$ cat config.mk
export PLATFORM = sky130hd
export DESIGN_NAME = freq_sweep_phase_gen
export DESIGN_NICKNAME = d
export VERILOG_FILES = /design/src/rtl/freq_sweep_pkg.sv /design/src/rtl/freq_sweep_phase_gen_dwell_counter.sv /design/src/rtl/freq_sweep_phase_gen.sv
export SDC_FILE = /design/constraint.sdc
export NUM_CORES = 1
export LEC_CHECK = 0
export BUFFER_PORTS_ARGS = -buffer_cell sky130_fd_sc_hd__buf_2
export CAP_MARGIN = 20
export CORE_ASPECT_RATIO = 0.9
export CORE_MARGIN = 1
export CORE_UTILIZATION = 45
export CTS_CLUSTER_DIAMETER = 60
export CTS_CLUSTER_SIZE = 25
export DETAILED_ROUTE_END_ITERATION = 8
export GPL_TIMING_DRIVEN = 0
export PLACE_DENSITY = 0.78
export SLEW_MARGIN = 20
export SYNTH_ARGS = -nofsm -noshare
export SYNTH_HDL_FRONTEND = slang
export SYNTH_SLANG_ARGS = --single-unit
$ cat constraint.sdc
create_clock -name clk -period 6.4 [get_ports clk]
set_input_delay 0.64 -clock clk [delete_from_list [all_inputs] [get_ports clk]]
set_output_delay 0.64 -clock clk [all_outputs]
set_load 0.01 [all_outputs]
$ cat src/rtl/freq_sweep_pkg.sv
// Shared types and defaults for the stepped-frequency sweep generator.
package freq_sweep_pkg;

  localparam int PHASE_WIDTH_DEF = 24;
  localparam int DWELL_WIDTH_DEF = 16;
  localparam int STEP_WIDTH_DEF  = 10;

  typedef enum logic [1:0] {
    ST_IDLE = 2'd0,
    ST_RUN  = 2'd1,
    ST_DONE = 2'd2
  } state_t;

  // A zero-length dwell or step count behaves as one.
  function automatic logic [31:0] clamp_min1(input logic [31:0] v);
    return (v == 32'd0) ? 32'd1 : v;
  endfunction

endpackage

$ cat src/rtl/freq_sweep_phase_gen_dwell_counter.sv
// Beat counter for one dwell: load sets the terminal value and zeroes the count,
// clear zeroes the count, advance counts up and wraps to 0 after the terminal value.
module sweep_dwell_counter #(
  parameter int WIDTH = 16
) (
  input  logic             clk,
  input  logic             reset,
  input  logic             load,
  input  logic [WIDTH-1:0] last_val,
  input  logic             clear,
  input  logic             advance,
  output logic [WIDTH-1:0] cnt,
  output logic             terminal
);

  logic [WIDTH-1:0] last_reg;

  assign terminal = (cnt == last_reg);

  always_ff @(posedge clk or posedge reset) begin
    if (reset) begin
      cnt      <= '0;
      last_reg <= '0;
    end else if (clear) begin
      cnt <= '0;
    end else if (load) begin
      cnt      <= '0;
      last_reg <= last_val;
    end else if (advance) begin
      cnt <= terminal ? '0 : cnt + WIDTH'(1);
    end
  end

endmodule

$ cat src/rtl/freq_sweep_phase_gen.sv
// Stepped-frequency sweep generator emitting AXI-Stream phase increments.
// Optional SWEEP_CONT_EN macro adds the cont port for continuously repeating sweeps.
module freq_sweep_phase_gen
  import freq_sweep_pkg::*;
#(
  parameter int PHASE_WIDTH = PHASE_WIDTH_DEF,
  parameter int DWELL_WIDTH = DWELL_WIDTH_DEF,
  parameter int STEP_WIDTH  = STEP_WIDTH_DEF
) (
  input  logic                   clk,
  input  logic                   reset,
  input  logic                   start,
  input  logic                   abort,
  input  logic [PHASE_WIDTH-1:0] start_inc,
  input  logic [PHASE_WIDTH-1:0] step_inc,
  input  logic [STEP_WIDTH-1:0]  num_steps,
  input  logic [DWELL_WIDTH-1:0] dwell_len,
`ifdef SWEEP_CONT_EN
  input  logic                   cont,
`endif
  output logic [PHASE_WIDTH-1:0] phase_inc,
  output logic                   phase_tvalid,
  output logic                   phase_tlast,
  input  logic                   phase_tready,
  output logic                   busy,
  output logic [STEP_WIDTH-1:0]  step_idx,
  output logic                   done
);

  state_t state, state_next;

  logic [PHASE_WIDTH-1:0] start_inc_sh, step_inc_sh;
  logic [STEP_WIDTH-1:0]  steps_last;
  logic [DWELL_WIDTH-1:0] dwell_last;
  logic [DWELL_WIDTH-1:0] dwell_cnt;
  logic                   dwell_term;
  logic                   cont_sh;
  logic                   accept, last_step, launch, step_end;

  assign dwell_last = DWELL_WIDTH'(clamp_min1(32'(dwell_len)) - 32'd1);

  assign phase_tvalid = (state == ST_RUN);
  assign busy         = (state == ST_RUN);
  assign done         = (state == ST_DONE);
  assign accept       = phase_tvalid & phase_tready;
  assign last_step    = (step_idx == steps_last);
  assign phase_tlast  = last_step & dwell_term & phase_tvalid;
  assign launch       = (state == ST_IDLE) & start & ~abort;
  assign step_end     = accept & dwell_term & ~abort;

  sweep_dwell_counter #(.WIDTH(DWELL_WIDTH)) u_dwell (
    .clk      (clk),
    .reset    (reset),
    .load     (launch),
    .last_val (dwell_last),
    .clear    (abort),
    .advance  (accept),
    .cnt      (dwell_cnt),
    .terminal (dwell_term)
  );

  always_ff @(posedge clk or posedge reset) begin
    if (reset) state <= ST_IDLE;
    else       state <= state_next;
  end

  always_comb begin
    state_next = state;
    if (abort) begin
      state_next = ST_IDLE;
    end else begin
      case (state)
        ST_IDLE: if (start) state_next = ST_RUN;
        ST_RUN:  if (accept && dwell_term && last_step && !cont_sh) state_next = ST_DONE;
        ST_DONE: state_next = ST_IDLE;
        default: state_next = ST_IDLE;
      endcase
    end
  end

  // Shadow config and the phase accumulator; config only moves on launch.
  always_ff @(posedge clk or posedge reset) begin
    if (reset) begin
      start_inc_sh <= '0;
      step_inc_sh  <= '0;
      steps_last   <= '0;
      phase_inc    <= '0;
      step_idx     <= '0;
    end else if (launch) begin
      start_inc_sh <= start_inc;
      step_inc_sh  <= step_inc;
      steps_last   <= STEP_WIDTH'(clamp_min1(32'(num_steps)) - 32'd1);
      phase_inc    <= start_inc;
      step_idx     <= '0;
    end else if (step_end) begin
      if (!last_step) begin
        phase_inc <= phase_inc + step_inc_sh;
        step_idx  <= step_idx + STEP_WIDTH'(1);
      end else if (cont_sh) begin
        phase_inc <= start_inc_sh;
        step_idx  <= '0;
      end
    end
  end

`ifdef SWEEP_CONT_EN
  always_ff @(posedge clk or posedge reset) begin
    if (reset)       cont_sh <= 1'b0;
    else if (launch) cont_sh <= cont;
  end
`else
  assign cont_sh = 1'b0;
`endif

endmodule

==> metrics <==
share of cells above drive strength 1 17.0%; die height ~110 um; Pwr per Cell Area 289 mW/mm^2; top cell type's share of synthesized area 42.7%; Worst-path clk slew 60 ps; area post-placement between 0.006 and 0.007 mm^2; top routing layer in use met4; Worst setup EP type register; Synthesized Nets around 800; routability congestion estimate about 0.85; Rows 39; max_slew headroom 53.8%; max-slew violations 0; Worst Skew 6.30 ps; CTS Hold Bufs 0; die width about 120 um; initial antenna violation count 0; Seq cells post-synth ~100; Via Count about 5.3k; ys async rst share between 90% and 100%; Layout Nets 924; area leader, netlist dfrtp_1; total power 0.00206 W; Ports ~120; commonest non-fill, non-tap cell in the layout nand2_1; Met2 Wirelength 6.47 mm; post-synthesis sequential area ratio between 40% and 50%; crit path cell chain ha_1 -> inv_1 -> fa_1 -> nand2b_1 -> a21o_1 -> a21oi_1 -> a21oi_1 -> o21ai_0 -> a221oi_1 -> mux2i_1 -> o21ai_0; die area ~0.014 mm^2; count of final setup violators 0; finished layout cell area approximately 0.007 mm^2; CP Launch Type register; CTS H-tree lvls 3; diode count 0; Avg Cell Area, Syn 8.66 um^2; Hold WC Path Type in2async; unrepaired setup endpoints after global routing false; CTS tree yes; count of warnings emitted by yosys 0; Combinational Power Share a little under a third; root buffer cell clkbuf_16; First-pass DRT Iterations 5; first-pass GRT wire length approximately 25 mm; Clock Power Share slightly below 30%; Post-Synthesis Cells 690; Psw 0.000665 W; worst-path maximum fanout 4; DP HPWL ~11 mm; Max Fclk 0.325 GHz; required time worst endpoint around 6600 ps; Core Footprint between 0.01 and 0.015 mm^2; number of global-route vias before repair around 5.0k; Clock Path Buffers 2; Synth Cell Area 0.00597 mm^2; Total GRT Usage a little under a quarter; Switching Share between 30% and 40%; metal1 wirelength 7.32 mm; slowest cell on the critical path o21ai_0; Worst R2R Path Depth 11; vias per cell ~5.4; Unique masters post-synth 50; I/O Buffers between 100 and 150; post-route DRC violation count 0; kind of critical path reg2reg; Skew-Pair Late Insertion Delay approximately 340 ps; biggest regs phase_inc (24), step_inc_sh (24); setup TNS 0 ps; Max-Cap Viols 0; average wire per standard cell approximately 15 um; largest cells by area after synthesis dfrtp_1 43%, nand2_1 8.5%, xnor2_1 6.5%; register share of total power 39.4%; post_cts resized 0; Arr. time, crit path around 3300 ps; clock sinks approximately 100; Met3 Wirelength 768 um; Worst path max stage delay between 400 and 500 ps; post-route ant nets 0; Iter 0 DRT Violations 387; crit path time final about 3100 ps; grt total ovfl 0; worst slew pin tran ~690 ps; TritonCTS Buffers 9; Post-synth EDFFs 0; most frequent cells in the layout 136 x nand2_1, 117 x buf_2, 102 x dfrtp_1; internal power 0.00139 W; part of the cycle the worst path needs roughly half; status finished, final reports clean; initial core utilization ~47%; largest net degree at the start of global routing 66; P_leak 3.46 nW; aggregate routed wire length 14.7 mm; Setup Buffers After CTS 0; Main synth FF type dfrtp_1; peak supply drop around 0.22 mV; Hold Vio Cnt, Final 0; area growth from synthesis to layout 19.2%
[power by group through the flow]
| stage | Sequential, W | Clock, W | Combinational (W) |
|---|---|---|---|
| CTS | 0.000811 | 0.000613 | 0.000641 |
| finish | 0.000812 | 0.000603 | 0.000645 |
| floorplan | 0.000819 | 0 | 0.000455 |
| global placement | 0.000820 | 0 | 0.000615 |
| detailed placement | 0.000822 | 0 | 0.000633 |
| global route | 0.000824 | 0.000642 | 0.000725 |
[logic make-up after synthesis]
group | synth area share [%]
and+or+nand+nor | 21.7
AOI/OAI and AO/OA | 13.8
DFF | 42.7
xor gates and xnor gates | 12.0
buffers and inverters | 2.93
adders and majority gates | 5.99
muxes | 0.838
[cells in the mapped netlist (2+ instances only)]
cell type,instances
and2_1,2
clkbuf_1,22
mux2i_1,5
nand3_1,17
a31oi_1,9
a21o_1,14
o31ai_1,3
xnor2_1,44
a22oi_1,4
and4_1,3
nor4_1,7
o22ai_1,7
or4_1,2
and3_1,8
inv_1,16
nor2b_1,6
nand2_1,136
a21oi_1,34
nor2_1,72
dfrtp_1,102
a211oi_1,2
xor2_1,38
nand4_1,10
a221oi_1,3
o21ai_0,46
ha_1,27
nor3_1,13
nand2b_1,9
a21boi_0,2
o211ai_1,3
o21bai_1,2
buf_2,2
or3_1,3
[path summary, 6_finish.rpt]
path	from	endpoint	slack [ps]
max in group asynchronous	reset	step_inc_sh[22]	5470
worst min-delay path	reset	phase_inc[4]	290
worst max-delay path	phase_inc[0]	phase_inc[22]	3330
worst min register to register	step_inc_sh[18]	step_inc_sh[18]	480
worst max register to register	phase_inc[0]	phase_inc[22]	3330
min in group clk	step_inc_sh[18]	step_inc_sh[18]	480
[per-stage QoR]
| stage | worst slack [ps] | utilization, % | instances | hold slack (ps) |
|---|---|---|---|---|
| final | 3330 | 55.5 | 986 | 288 |
| after global routing | 3120 | 55.5 | 986 | 317 |
| after CTS | 3350 | 55.5 | 986 | 297 |
| after detailed placement | 3000 | 52.9 | 970 | 468 |
| after global placement | 1860 | 52.6 | 969 | 463 |
| after floorplan | 3080 | - | 690 | 450 |
[layer usage]
| metal | vias to the layer above | global-route usage, % |
|---|---|---|
| li1 | 2618 | - |
| met1 | 2542 | 33.6 |
| met2 | 151 | 35.0 |
| met3 | 14 | 3.76 |
| met4 | 0 | 4.82 |
| met5 | - | 0 |
[worst max-delay path, delay by kind of cell (launching register included)]
kind	cells	cell delay [ps]
and+or+nand+nor	1	180
DFF	1	380
muxes	1	180
buffers and inverters	1	60
adders and majority gates	2	590
AOI/OAI and AO/OA	6	1530
[final cells by class]
type / instances / area [um^2]
fill: 1219 / 5710
sequential: 102 / 2550
multi-input combinational: 545 / 3250
clock buffer: 13 / 270
buffer: 27 / 115
inverter: 16 / 65.1
tap: 164 / 205
timing repair buffer: 116 / 603
clock inverter: 3 / 65.1
No activity file was read; power rests on OpenSTA's default activity.
